===== src/rtl/piso_ser.sv =====
// Parallel-in serial-out serializer with valid/ready word input and valid/last bit output.
// Optional even-parity trailer bit enabled by defining PARITY_EN.
module piso_ser #(
   parameter int WIDTH     = 4,
   parameter int MSB_FIRST = 1
) (
   input  logic             clk,
   input  logic             rst,
   input  logic             shift_en,
   input  logic [WIDTH-1:0] din,
   input  logic             din_valid,
   output logic             din_ready,
   output logic             so,
   output logic             so_valid,
   output logic             so_last,
   output logic [1:0]       o_dbg_state
);

   localparam int CNT_W = $clog2(WIDTH + 1);
   localparam logic [CNT_W-1:0] C_WIDTH = CNT_W'(WIDTH);
   localparam logic [CNT_W-1:0] C_LAST  = CNT_W'(WIDTH - 1);

`ifdef PARITY_EN
   typedef enum logic [1:0] {S_IDLE = 2'd0, S_SHIFT = 2'd1, S_PARITY = 2'd2} state_t;
`else
   typedef enum logic [1:0] {S_IDLE = 2'd0, S_SHIFT = 2'd1} state_t;
`endif

   // Handshake: a word moves when din_valid & din_ready on an enabled rising edge;
   // din_ready already includes shift_en, so w_accept alone qualifies the transfer.
   state_t             r_state, w_state_nxt;
   logic [WIDTH-1:0]   r_shreg, w_shreg_nxt;
   logic [CNT_W-1:0]   r_cnt, w_cnt_nxt;
   logic               r_so, w_so_nxt;
   logic               r_so_valid, w_so_valid_nxt;
   logic               r_so_last, w_so_last_nxt;
`ifdef PARITY_EN
   logic               r_parity, w_parity_nxt;
`endif
   logic [WIDTH-1:0]   w_shreg_sh;
   logic               w_first_bit;
   logic               w_next_bit;
   logic               w_accept;

   assign din_ready   = shift_en & ((r_state == S_IDLE) | r_so_last);
   assign w_accept    = din_valid & din_ready;
   assign w_shreg_sh  = (MSB_FIRST != 0) ? (r_shreg << 1) : (r_shreg >> 1);
   assign w_first_bit = (MSB_FIRST != 0) ? din[WIDTH-1] : din[0];
   assign w_next_bit  = (MSB_FIRST != 0) ? w_shreg_sh[WIDTH-1] : w_shreg_sh[0];

   always_ff @(posedge clk or negedge rst) begin
      if (!rst) begin
         r_state    <= S_IDLE;
         r_shreg    <= '0;
         r_cnt      <= '0;
         r_so       <= 1'b0;
         r_so_valid <= 1'b0;
         r_so_last  <= 1'b0;
`ifdef PARITY_EN
         r_parity   <= 1'b0;
`endif
      end else begin
         r_state    <= w_state_nxt;
         r_shreg    <= w_shreg_nxt;
         r_cnt      <= w_cnt_nxt;
         r_so       <= w_so_nxt;
         r_so_valid <= w_so_valid_nxt;
         r_so_last  <= w_so_last_nxt;
`ifdef PARITY_EN
         r_parity   <= w_parity_nxt;
`endif
      end
   end

   always_comb begin
      w_state_nxt    = r_state;
      w_shreg_nxt    = r_shreg;
      w_cnt_nxt      = r_cnt;
      w_so_nxt       = r_so;
      w_so_valid_nxt = r_so_valid;
      w_so_last_nxt  = r_so_last;
`ifdef PARITY_EN
      w_parity_nxt   = r_parity;
`endif
      if (w_accept) begin
         w_state_nxt    = S_SHIFT;
         w_shreg_nxt    = din;
         w_cnt_nxt      = CNT_W'(1);
         w_so_nxt       = w_first_bit;
         w_so_valid_nxt = 1'b1;
         w_so_last_nxt  = 1'b0;
`ifdef PARITY_EN
         w_parity_nxt   = ^din;
`endif
      end else if (shift_en) begin
         case (r_state)
            S_SHIFT: begin
               if (r_cnt < C_WIDTH) begin
                  w_shreg_nxt = w_shreg_sh;
                  w_cnt_nxt   = r_cnt + 1'b1;
                  w_so_nxt    = w_next_bit;
`ifdef PARITY_EN
                  w_so_last_nxt = 1'b0;
`else
                  w_so_last_nxt = (r_cnt == C_LAST);
`endif
               end else begin
`ifdef PARITY_EN
                  w_so_nxt      = r_parity;
                  w_so_last_nxt = 1'b1;
                  w_state_nxt   = S_PARITY;
`else
                  w_so_nxt       = 1'b0;
                  w_so_valid_nxt = 1'b0;
                  w_so_last_nxt  = 1'b0;
                  w_state_nxt    = S_IDLE;
`endif
               end
            end
            default: begin
               // Final bit shown and no new word: the frame ends and the line idles low.
               if (r_so_last) begin
                  w_so_nxt       = 1'b0;
                  w_so_valid_nxt = 1'b0;
                  w_so_last_nxt  = 1'b0;
                  w_state_nxt    = S_IDLE;
               end
            end
         endcase
      end
   end

   assign so          = r_so;
   assign so_valid    = r_so_valid;
   assign so_last     = r_so_last;
   assign o_dbg_state = r_state;

endmodule


===== config.mk =====
export PLATFORM = sky130hd
export DESIGN_NAME = piso_ser
export DESIGN_NICKNAME = d
export VERILOG_FILES = /design/src/rtl/piso_ser.sv
export SDC_FILE = /design/constraint.sdc
export NUM_CORES = 1
export LEC_CHECK = 0
export CORE_AREA = 2 2 39 41
export DETAILED_ROUTE_END_ITERATION = 12
export DIE_AREA = 0 0 41 43
export HOLD_SLACK_MARGIN = 0.06
export PLACE_DENSITY = 0.73
export RECOVER_POWER = 25
export SKIP_LAST_GASP = 1
export SLEW_MARGIN = 20
export SYNTH_ARGS = -nofsm -noshare
export SYNTH_HDL_FRONTEND = slang
export SYNTH_SLANG_ARGS = --single-unit
export TNS_END_PERCENT = 20

===== constraint.sdc =====
create_clock -name clk -period 4.3 [get_ports clk]
set_clock_uncertainty 0.05 [all_clocks]
set_input_delay 0.645 -clock clk [delete_from_list [all_inputs] [get_ports clk]]
set_output_delay 0.645 -clock clk [all_outputs]
set_load 0.01 [all_outputs]

==> run metrics, run 1 <==
die area=1763 um2; Die Y-Extent=43 um; Fillers=135; nets=70; DRC Markers=0; GPL Wtd Cong=0.6709; post-synthesis cell type count=25; routing usage on met2=0.1625; post-synthesis async set-or-reset flop share=1.000; vias=367; Post-Route WL=845 um; YS warnings=0; CTS Buffer Depth=2; worst vdd ir=212.5 uV; cts repair resizes=0; GR Util met3=0.05236; Setup-failing EPs final=0; max_cap viols=0; worst skew pair latency=250 ps; Worst Path Required=3610 ps; first-pass GRT wire length=1373 um; Antenna Nets Post-Route=0; final hold slack=473.4 ps; clock root buffer=clkbuf_4; area grow syn2layout=26.17%; pin count of the biggest net entering global routing=11; Iteration-0 DRC Markers=8; r2r endpoint=r_shreg[1]$_DFFE_PN0P_; EDFF count, synth=0; vias per cell=4.893; CP Max Fanout=10; share of layout cells above drive strength 1=0.1017; Seq/Total Area, Yosys=0.4444; fin. max-slew vios=0; vias in the first global route=334; RSZ-0062 raised after global routing=no; Post-Syn Instances=47; row count=14; Synth area leaders=dfrtp_1 44%, ha_1 4.9%, buf_4 4.4%, mux2_1 4.4%, mux2i_1 4.0%; Die Span X=41 um; DR pass1 iterations=4; Lkg Pwr=0.3004 nW; routed len/inst=11.27 um; initial antenna violation count=0; Seq cells post-synth=9; Synth top area share=0.4444; outcome=finished, final reports clean; CTS clk-pin slew, worst paths=60 ps; R2R setup slack=2860 ps; final hold viol count=0; Synth Flop Type=dfrtp_1; diodes inserted=0; reg2reg start=o_dbg_state[0]$_DFFE_PN0P_; syn nets=57; Synth Area per Inst=10.78 um2; FF-to-FF path depth=3; Core Region=1384 um2; total gr overflow=0; overall global routing resource usage=0.1147; Crit. End Element=output port; crit path DAT=2030 ps; highest attainable clock frequency=367.2 MHz; Worst Setup EP=din_ready; Tcrit/Tclk final=0.6334; Synth area leader=dfrtp_1; GR peak layer=met2; # IOs=14; Netlist Area Pre-Place=506.7 um2; Hold Path Class=reg -> reg; Setup CP Type=in -> out; Post-CTS Setup Repair Bufs=0; setup TNS=0 ps; PortBufs=12; cts hold-fix bufs=0; met1 usage=0.1500; Power Density=607.4 nW/um2; Tmin final=2724 ps; CTS H-tree lvls=1; clock net sink count=9; TritonCTS clock tree=done; TritonCTS Buffers=3; Initial Utilization=0.3662; HPWL Detailed=647.3 um; most common cell in the netlist=dfrtp_1; most instantiated cells after synthesis=9 x dfrtp_1, 5 x nand2_1, 3 x buf_4, 3 x inv_1; startpoint types=input pin; Worst Setup SP=shift_en
critical path: stages:
cell	delay [ps]
clkdlybuf4s50_1	680
and2_1	180
clkdlybuf4s50_1	520
sequential cells by signal, indices dropped and copies added, names as in the netlist:
name and count:
r_cnt 3, r_shreg 3, o_dbg_state 1, so 1
so_last 1
layout by cell type, fill, tap and decap left out, types with 2 or more instances in the layout:
master / synthesis / routed
a21oi_1: 2 / 2
clkbuf_4: 0 / 3
clkdlybuf4s50_1: 0 / 11
dfrtp_1: 9 / 9
ha_1: 2 / 2
inv_1: 3 / 3
mux2_1: 2 / 2
mux2i_1: 2 / 2
nand2_1: 5 / 5
nand4_1: 2 / 2
nor2_1: 2 / 2
cell type report:
class                      count  area, um2  area share
sequential                     9      225.2      0.3523
clock buffer                   4      26.28     0.04110
tap                           16      20.02     0.03131
inverter                       3      11.26     0.01761
multi-input combinational     31      236.5      0.3699
timing repair buffer          12      120.1      0.1879
through the flow:
stage	util	total power, mW	setup slack, ps	instances	area, um2
2_1_floorplan	-	0.2746	2686	47	506.7
3_5_place_dp	0.4430	0.3276	1578	71	613.1
6_report	0.4620	0.3883	1576	75	639.4
3_3_place_gp	0.4430	0.3226	1605	71	613.1
4_1_cts	0.4620	0.3955	1574	75	639.4
5_1_grt	0.4620	0.4214	1503	75	639.4
power by group:
part	switching, mW	total, mW	internal (mW)
Clock	0.0300	0.0658	0.0358
Combinational	0.0662	0.166	0.0994
Sequential	0.0338	0.157	0.123
Total	0.130	0.388	0.258
layer usage:
layer,share of wire,vias up
li1,-,184
met1,0.45,168
met2,0.47,13
met3,0.078,2
met4,0.0047,0
met5,0,-
worst min path at each step:
stage / from / endpoint / slack [ps] / cells after the start
6_report: r_cnt[0]$_DFFE_PN0P_ / r_cnt[0]$_DFFE_PN0P_ / 470 / 2
3_5_place_dp: r_cnt[0]$_DFFE_PN0P_ / r_cnt[0]$_DFFE_PN0P_ / 460 / 2
3_3_place_gp: r_cnt[0]$_DFFE_PN0P_ / r_cnt[0]$_DFFE_PN0P_ / 460 / 2
4_1_cts: r_cnt[0]$_DFFE_PN0P_ / r_cnt[0]$_DFFE_PN0P_ / 480 / 2
5_1_grt: r_cnt[0]$_DFFE_PN0P_ / r_cnt[0]$_DFFE_PN0P_ / 510 / 2
2_1_floorplan: rst / o_dbg_state[0]$_DFFE_PN0P_ / 300 / 0
cell families (layout without fill, tap and decap cells):
family,Yosys count,count (layout),synth area share
AO/OA/AOI/OAI,7,7,0.09137
XOR/XNOR,1,1,0.01729
adder cells (fa/ha/maj),2,2,0.04937
buffers and inverters,7,19,0.08888
flip-flops,9,9,0.4445
multiplexers,6,6,0.1358
other,1,1,0.007400
AND/OR/NAND/NOR,14,14,0.1655
Power figures use the tool's default switching activity.
==> inputs of run 2 (changes only) <==
- PLACE_DENSITY: 0.73 -> 0.75
- clock period: 4.3 -> 2.2 ns (I/O delays scaled with it)
==> run 2 against run 1 <==
Compared with the run above:
- combinational power grew 97%
- count of clock-buffer cells in the layout is the same
- register-to-register slack lost 2100 ps
- utilization grew 0.54 points
- critical endpoint unchanged
==> run metrics, run 2 (same netlist as run 1, synthesis figures left out) <==
outcome=finished, final reports clean; Post-CTS Setup Repair Bufs=0 (unchanged); total gr overflow=0 (unchanged); Core Region=1384 um2 (unchanged); vias in the first global route=391 (+17%); row count=14 (unchanged); CTS H-tree lvls=1 (unchanged); Crit. End Element=output port; worst setup margin=230.2 ps (-1346 ps); worst vdd ir=450.4 uV (+110%); PortBufs=12 (unchanged); fin. max-slew vios=0 (unchanged); FF-to-FF path depth=3 (unchanged); Power Density=1175 nW/um2 (+93%); cts hold-fix bufs=0 (unchanged); Hold Path Class=in -> async; share of layout cells above drive strength 1=0.1167 (+0.01497); GPL Wtd Cong=0.6940 (+3.4%); Initial Utilization=0.3662 (unchanged); Worst Path Required=1820 ps (-1790 ps); clock net sink count=9 (unchanged); routed len/inst=11.38 um (+1.0%); vias per cell=4.974 (+1.6%); Setup-failing EPs final=0 (unchanged); initial antenna violation count=0 (unchanged); highest attainable clock frequency=507.7 MHz; final hold viol count=0 (unchanged); fin util=0.4675 (+0.005425); die area=1763 um2 (unchanged); combinational share of power=0.430 (+0.004); worst skew pair latency=250 ps (about the same); cts repair resizes=0 (unchanged); pre-CTS setup slack=353.4 ps (-1225 ps); CP Max Fanout=10 (unchanged); Tcrit/Tclk final=0.8954; Iteration-0 DRC Markers=6 (-2); commonest non-fill, non-tap cell in the layout=clkdlybuf4s50_1; Setup CP Type=reg -> out; Antenna Nets Post-Route=0 (unchanged); TritonCTS clock tree=done; DRC Markers=0 (unchanged); setup TNS=0 ps (unchanged); switching share of power=0.3336 (-0.001167); pin count of the biggest net entering global routing=11 (unchanged); crit path DAT=1590 ps (-440 ps); commonest cells after routing, fill and taps aside=11 x clkdlybuf4s50_1, 9 x dfrtp_1, 5 x nand2_1; CTS Buffer Depth=2 (unchanged); DR pass1 iterations=2 (-2); TritonCTS Buffers=3 (unchanged); RSZ-0062 raised after global routing=no; Tmin final=1970 ps; startpoint types=register; clock root buffer=clkbuf_4; Lkg Pwr=0.3052 nW (+1.6%); first-pass GRT wire length=1455 um (+6.0%); Die Y-Extent=43 um (unchanged); area grow syn2layout=27.65%; Seq pwr share=0.407 (+0.003); Die Span X=41 um (unchanged); NetSw=0.2536 mW (+95%); CTS clk-pin slew, worst paths=60 ps (about the same); vias=378 (+3.0%); diodes inserted=0 (unchanged); max_cap viols=0 (unchanged); top flop regs=r_cnt x3, r_shreg x3; overall global routing resource usage=0.1216 (+0.006860); Power Internal=0.5065 mW (+96%); HPWL Detailed=692.1 um (+6.9%); nets=71 (+1.4%); # IOs=14 (unchanged); Post-Route WL=865 um (+2.4%); Clk pwr share=0.163 (-0.006)
## run 2: layout make-up
cell class	count	area (um2)
repair buffers	13	127.6
clock buffers	4	26.28
inverters	3	11.26
flip-flops and latches	9	225.2
multi-input cells	31	236.5
fillers	138	737.0
well taps	16	20.02
## run 2: critical path, stage by stage (launching register included)
cell and delay, ps:
dfrtp_1 540, nand2b_1 150, and2_1 180, clkdlybuf4s50_1 470
## run 2: metrics by stage
stage	hold slack [ps]	cells	power, mW	instance area, um2
after floorplan	-15.59	47	0.5366	506.7
after global placement	460.5	72	0.6318	620.6
after detailed placement	477.3	72	0.6475	620.6
after CTS	335.8	76	0.7739	646.9
after global routing	434.1	76	0.8236	646.9
final	395.2	76	0.7600	646.9
## run 2: final timing paths
check / startpoint / endpoint / slack [ps]
setup / recovery: o_dbg_state[0]$_DFFE_PN0P_ / din_ready / 230
hold / removal: rst / so_last$_DFFE_PN0P_ / 400
setup reg to reg: o_dbg_state[0]$_DFFE_PN0P_ / r_shreg[2]$_DFFE_PN0P_ / 760
hold reg to reg: r_shreg[0]$_DFFE_PN0P_ / r_shreg[0]$_DFFE_PN0P_ / 480
max in group asynchronous: rst / r_cnt[1]$_DFFE_PN0P_ / 1410
min in group clk: r_shreg[0]$_DFFE_PN0P_ / r_shreg[0]$_DFFE_PN0P_ / 480
## run 2: routing by layer
| layer | global-route usage | wire length, um | vias up | share of wire |
|---|---|---|---|---|
| met1 | 0.1192 | 344 | 180 | 0.40 |
| met5 | 0 | 0 | - | 0 |
| li1 | - | - | 185 | - |
| met4 | 0.06000 | 0 | 0 | 0 |
| met3 | 0.03141 | 71 | 0 | 0.082 |
| met2 | 0.2156 | 448 | 13 | 0.52 |
## run 2: power by group through the flow
stage / Clock, mW / Sequential, mW / Combinational (mW)
final: 0.124 / 0.310 / 0.327
after global routing: 0.135 / 0.320 / 0.369
after CTS: 0.129 / 0.311 / 0.334
after detailed placement: 0 / 0.314 / 0.333
after global placement: 0 / 0.307 / 0.325
after floorplan: 0 / 0.291 / 0.246
